===== src/rtl/dev_bus_arbiter.sv =====
// Two-master (M0 = CPU, M1 = DMA) arbiter for the peripheral bridge port: registered grant FSM,
// round-robin tie-break, optional per-tenure beat limit enabled by ARB_HOLD_LIMIT_EN.
module dev_bus_arbiter #(
  parameter int HOLD_MAX = 16,
  parameter int CNT_W    = 5
) (
  input  logic        clk,
  input  logic        rst_n,
  input  logic        m0_req,
  input  logic [29:0] m0_addr,
  input  logic [31:0] m0_wd,
  input  logic        m0_we,
  input  logic [3:0]  m0_be,
  output logic        m0_gnt,
  output logic        m0_ack,
  output logic [31:0] m0_rd,
  input  logic        m1_req,
  input  logic [29:0] m1_addr,
  input  logic [31:0] m1_wd,
  input  logic        m1_we,
  input  logic [3:0]  m1_be,
  output logic        m1_gnt,
  output logic        m1_ack,
  output logic [31:0] m1_rd,
  output logic [29:0] PrAddr,
  output logic [31:0] PrWD,
  output logic        PrWe,
  output logic [3:0]  BE,
  input  logic [31:0] PrRD,
  output logic [1:0]  dbg_state
);

  // Encoding matches {m1_gnt, m0_gnt} so the debug state reads directly as the grant vector.
  typedef enum logic [1:0] {
    IDLE = 2'b00,
    OWN0 = 2'b01,
    OWN1 = 2'b10
  } state_e;

  state_e state_q, state_d;
  logic   last_q, last_d;   // 1: M1 was the most recent owner
  logic   hold_expired;
  logic   cfg_ok;

  assign cfg_ok = (HOLD_MAX >= 1) && (HOLD_MAX < (1 << CNT_W));

`ifdef ARB_HOLD_LIMIT_EN
  localparam logic [CNT_W-1:0] HOLD_SAT  = CNT_W'(HOLD_MAX);
  localparam logic [CNT_W-1:0] HOLD_LAST = CNT_W'(HOLD_MAX - 1);

  logic [CNT_W-1:0] hold_cnt_q, hold_cnt_d;

  assign hold_expired = (hold_cnt_q >= HOLD_LAST);

  always_comb begin
    hold_cnt_d = hold_cnt_q;
    if (state_d != state_q) begin
      hold_cnt_d = '0;
    end else if ((m0_ack || m1_ack) && (hold_cnt_q < HOLD_SAT)) begin
      hold_cnt_d = hold_cnt_q + CNT_W'(1);
    end
  end

  always_ff @(posedge clk) begin
    if (!rst_n) begin
      hold_cnt_q <= '0;
    end else begin
      hold_cnt_q <= hold_cnt_d;
    end
  end
`else
  assign hold_expired = 1'b0;
`endif

  assign m0_gnt    = (state_q == OWN0);
  assign m1_gnt    = (state_q == OWN1);
  assign m0_ack    = m0_gnt & m0_req;
  assign m1_ack    = m1_gnt & m1_req;
  assign m0_rd     = m0_ack ? PrRD : 32'h0;
  assign m1_rd     = m1_ack ? PrRD : 32'h0;
  assign dbg_state = state_q;

  always_comb begin
    state_d = state_q;
    last_d  = last_q;
    case (state_q)
      IDLE: begin
        if (m0_req && !m1_req)      state_d = OWN0;
        else if (m1_req && !m0_req) state_d = OWN1;
        else if (m0_req && m1_req)  state_d = last_q ? OWN0 : OWN1;
      end
      OWN0: begin
        if (m0_req) begin
          if (m1_req && hold_expired) state_d = OWN1;
        end else begin
          state_d = m1_req ? OWN1 : IDLE;
        end
      end
      OWN1: begin
        if (m1_req) begin
          if (m0_req && hold_expired) state_d = OWN0;
        end else begin
          state_d = m0_req ? OWN0 : IDLE;
        end
      end
      default: state_d = IDLE;
    endcase
    // Only a real owner leaving updates the round-robin pointer; IDLE -> OWNx keeps it.
    if ((state_d != state_q) && (state_q != IDLE)) begin
      last_d = (state_q == OWN1);
    end
  end

  always_ff @(posedge clk) begin
    if (!rst_n) begin
      state_q <= IDLE;
      last_q  <= 1'b1;
    end else begin
      state_q <= state_d;
      last_q  <= last_d;
    end
  end

  // PrWe follows ack, so a granted owner that has dropped req can never write.
  always_comb begin
    PrAddr = 30'h0;
    PrWD   = 32'h0;
    PrWe   = 1'b0;
    BE     = 4'h0;
    if (m0_ack) begin
      PrAddr = m0_addr;
      PrWD   = m0_wd;
      PrWe   = m0_we;
      BE     = m0_be;
    end else if (m1_ack) begin
      PrAddr = m1_addr;
      PrWD   = m1_wd;
      PrWe   = m1_we;
      BE     = m1_be;
    end
  end

  always_ff @(posedge clk) begin
    if (rst_n) begin
      assert (!(m0_gnt && m1_gnt));
      assert (cfg_ok);
    end
  end

endmodule


===== config.mk =====
export PLATFORM = sky130hd
export DESIGN_NAME = dev_bus_arbiter
export DESIGN_NICKNAME = d
export VERILOG_FILES = /design/src/rtl/dev_bus_arbiter.sv
export SDC_FILE = /design/constraint.sdc
export NUM_CORES = 1
export LEC_CHECK = 0
export BUFFER_PORTS_ARGS = -buffer_cell sky130_fd_sc_hd__clkbuf_2
export CAP_MARGIN = 20
export CORE_AREA = 2 2 119 121
export DETAILED_ROUTE_END_ITERATION = 8
export DIE_AREA = 0 0 121 123
export PLACE_DENSITY = 0.42
export SETUP_SLACK_MARGIN = 0.1
export SYNTH_ARGS = -nofsm -noshare
export SYNTH_HDL_FRONTEND = slang
export SYNTH_SLANG_ARGS = --single-unit

===== constraint.sdc =====
create_clock -name clk -period 1.2 [get_ports clk]
set_input_delay 0 -clock clk [delete_from_list [all_inputs] [get_ports clk]]
set_output_delay 0 -clock clk [all_outputs]
set_load 0.02 [all_outputs]

==> impl_metrics.py <==
metrics = {
    "sta": {
        "fin_ws_ns": -0.2008,
        "clock.fmax_ghz": 0.7139,
        "slew_viol_final": 0,
        "rsz0062_at_grt": "yes",
        "setup_viol": 134,
        "fin_skew_ns": 0.0001331,
        "holdWs_ns": 0.04350,
        "fin_crit_ns": 1.401,
        "hold_viol_final": 0,
        "worst_slew_pin_slew_ns": 0.3336,
        "relSlewSlack_pct": 77.76,
        "layout_worst_path_cycle_share_pct": 116.7,
    },
    "clocking": {
        "clk_pin_slew_worst_paths_ns": 0.03,
        "numCtsBuffers": 3,
        "ctsHoldBuffers": 0,
        "cts_tree": "built",
        "clock-sinks": 3,
        "worstSkewPairLatency_ns": 0.22,
        "cts_buffer_depth": 2,
        "h-tree-depth": 1,
        "root_buffer": "clkbuf_16",
    },
    "yosys": {
        "synth-seq-cells": 3,
        "yosysUniqueCellTypes": 17,
        "synth_top_family_by_area": "simple AND/OR/NAND/NOR gates",
        "syn-cell-area_mm2": 0.001682,
        "syn_area_per_cell_um2": 5.111,
        "synth-compound-area-share_pct": 26.56,
        "synth_top_area_share_pct": 29.91,
        "synth_xor_area_share_pct": 0,
        "synth-adder-area-share_pct": 0,
        "yosysWarningCount": 0,
        "synth_area_leaders": "nand2_1, o22ai_1, and3_1",
        "ys_seq_area_share_pct": 3.571,
        "synth_common_cells": "nand2_1, o22ai_1, and3_1, clkbuf_1, buf_2",
        "synth-async-reset-ratio_pct": 0,
        "synth_nets": 499,
        "synth_cells": 329,
        "synthSimpleGateAreaFrac_pct": 57.37,
        "ys.flop_type": "dfxtp_1",
        "synth_mux_area_share_pct": 0,
        "yosysMostFrequentCell": "nand2_1",
        "synth_largest_area_cell": "nand2_1",
        "synth_edf_count": 0,
    },
    "placement": {
        "io_buffers": 306,
        "gp_congestion": 0.7995,
        "dpl.cell_count": 809,
        "hpwlAfterDp_um": 9386,
    },
    "cells_and_area": {
        "finish.net_count": 840,
        "areaGrowthSynthToFinish_pct": 299.6,
        "antennaDiodeCount": 0,
        "finalNonFillerCells": 849,
        "drive_gt1_share_pct": 85.35,
    },
    "status": {
        "violations": "negative setup slack",
        "outcome": "complete, but fails checks",
    },
    "drt": {
        "wire_per_inst_um": 16.80,
        "first_iter_violations": 77,
        "post_drt_via_cell_ratio": 4.591,
        "drt_wl_total_um": 14260,
        "drc": 0,
        "drtAntennaViolNets": 0,
        "vias": 3898,
        "drt_first_pass_iters": 4,
    },
    "critical_path": {
        "cp_slowest_cell": "dfxtp_4",
        "crit_type": "flip-flop to output port",
        "cp_max_fo": 9,
        "cp-start-kind": "flip-flop",
        "cp_cell_sequence": "buf_6 > and2b_4 > clkbuf_16 > and3_2 > buf_2",
        "cpPeakStageDelay_ns": 0.34,
        "cp_top_family": "buffers and inverters",
        "path_buf_inv": 3,
        "required_ns": 1.20,
        "worstSetupEndpointType": "output port",
        "arrival_ns": 1.40,
    },
    "floorplan": {
        "die_y_um": 123,
        "core_mm2": 0.01361,
        "io_pins": 307,
        "start_util_pct": 12.35,
        "core.rowCount": 43,
        "dieWidth_um": 121,
        "dieArea_mm2": 0.01488,
    },
    "job": {
        "maxCapViolCount": 0,
    },
    "power_and_ir_drop": {
        "powerDensity_mw_per_mm2": 445.7,
        "vdd_ir_drop_max_mv": 0.3697,
        "p_leak_nw": 2.997,
    },
    "global_route": {
        "grt_antenna_before_repair": 0,
        "grt_max_degree": 37,
        "track_usage_pct": 15.81,
        "grt_pass1_vias": 3818,
        "grt_pass1_wl_um": 19120,
        "grt-ovfl-total": 0,
    },
    "worst_hold_path": {
        "hp-class": "input port to flip-flop",
    },
}
-- layer usage --
metal / share of wire [%] / up-vias / GRT usage [%]
met5: 0 / - / 0
met1: 37 / 1817 / 17.60
met4: 1.3 / 0 / 2.834
li1: - / 1865 / -
met3: 8.2 / 12 / 2.998
met2: 53 / 204 / 31.18
-- stage by stage --
| step | instance area [um^2] | setup slack [ns] | util [%] | setup TNS, ns | power [W] |
|---|---|---|---|---|---|
| final | 6720 | -0.2008 | 49.37 | -20.25 | 0.002995 |
| after global routing | 6720 | -0.2467 | 49.37 | -26.64 | 0.003143 |
| after CTS | 5862 | -0.2109 | 43.06 | -22.40 | 0.002713 |
| after detailed placement | 4651 | -0.02750 | 34.17 | -0.1402 | 0.001730 |
| after global placement | 4651 | -0.03821 | 34.17 | -0.04567 | 0.001719 |
| after floorplan | 2754 | 0.03857 | - | 0 | 0.001092 |
-- logic make-up after synthesis --
logic type / after synthesis
flops: 3
compound gates: 71
simple gates: 208
buf+inv: 47
-- sequential cells by signal, indices dropped and copies added (netlist names) --
signal and flops:
dbg_state 2, last_q 1
-- repair_timing --
item / 4_1_cts / 5_1_grt
endpoints found under the setup margin: 136 / 136
pin swaps: 18 / 27
gates resized for setup: 187 / 265
gates cloned: 10 / 13
buffers inserted: 11 / 2
-- layout make-up --
type / count / area (um^2)
Multi-Input combinational cell: 280 / 2668
Inverter: 3 / 11.26
Tap cell: 180 / 225.2
Sequential cell: 3 / 67.56
Timing Repair Buffer: 379 / 3670
Clock buffer: 4 / 78.83
Fill cell: 1236 / 6892
-- worst register-to-register path: stages, from the launching register on --
cell and delay, ns:
dfxtp_4 0.35, buf_6 0.11, nor2b_4 0.04, buf_12 0.15
a221o_1 0.34
-- final timing paths --
kind / start / end / slack, ns / depth (start not counted)
worst min register to register: last_q / last_q / 0.50 / 1
worst max-delay path: dbg_state[0] / m0_rd[22] / -0.20 / 5
worst max register to register: dbg_state[0] / last_q / 0.08 / 4
worst min-delay path: rst_n / dbg_state[0] / 0.04 / 2
-- layout by cell type, fill, tap and decap left out, types with 2 or more instances in the layout --
cell       instances
clkbuf_16         11
buf_12            17
and3_1             7
o22ai_2            2
dfxtp_4            2
and3_4            18
o22ai_4           65
buf_4             29
inv_1              3
o22ai_1            2
and2_4             2
buf_8             51
and3_2            41
clkbuf_4           2
nand2_1           79
nand2_4            8
nand2_2           47
clkbuf_8          13
buf_16            13
buf_6             58
buf_2              3
clkbuf_2         185
-- power breakdown --
| part | internal, W | switching (W) | total [W] |
|---|---|---|---|
| Clock | 0.000438 | 0.0000870 | 0.000525 |
| Sequential | 0.000106 | 0.00000944 | 0.000115 |
| Combinational | 0.00124 | 0.00112 | 0.00235 |
| Total | 0.00178 | 0.00122 | 0.00299 |
Note: power is estimated with default switching activity, not from simulation.
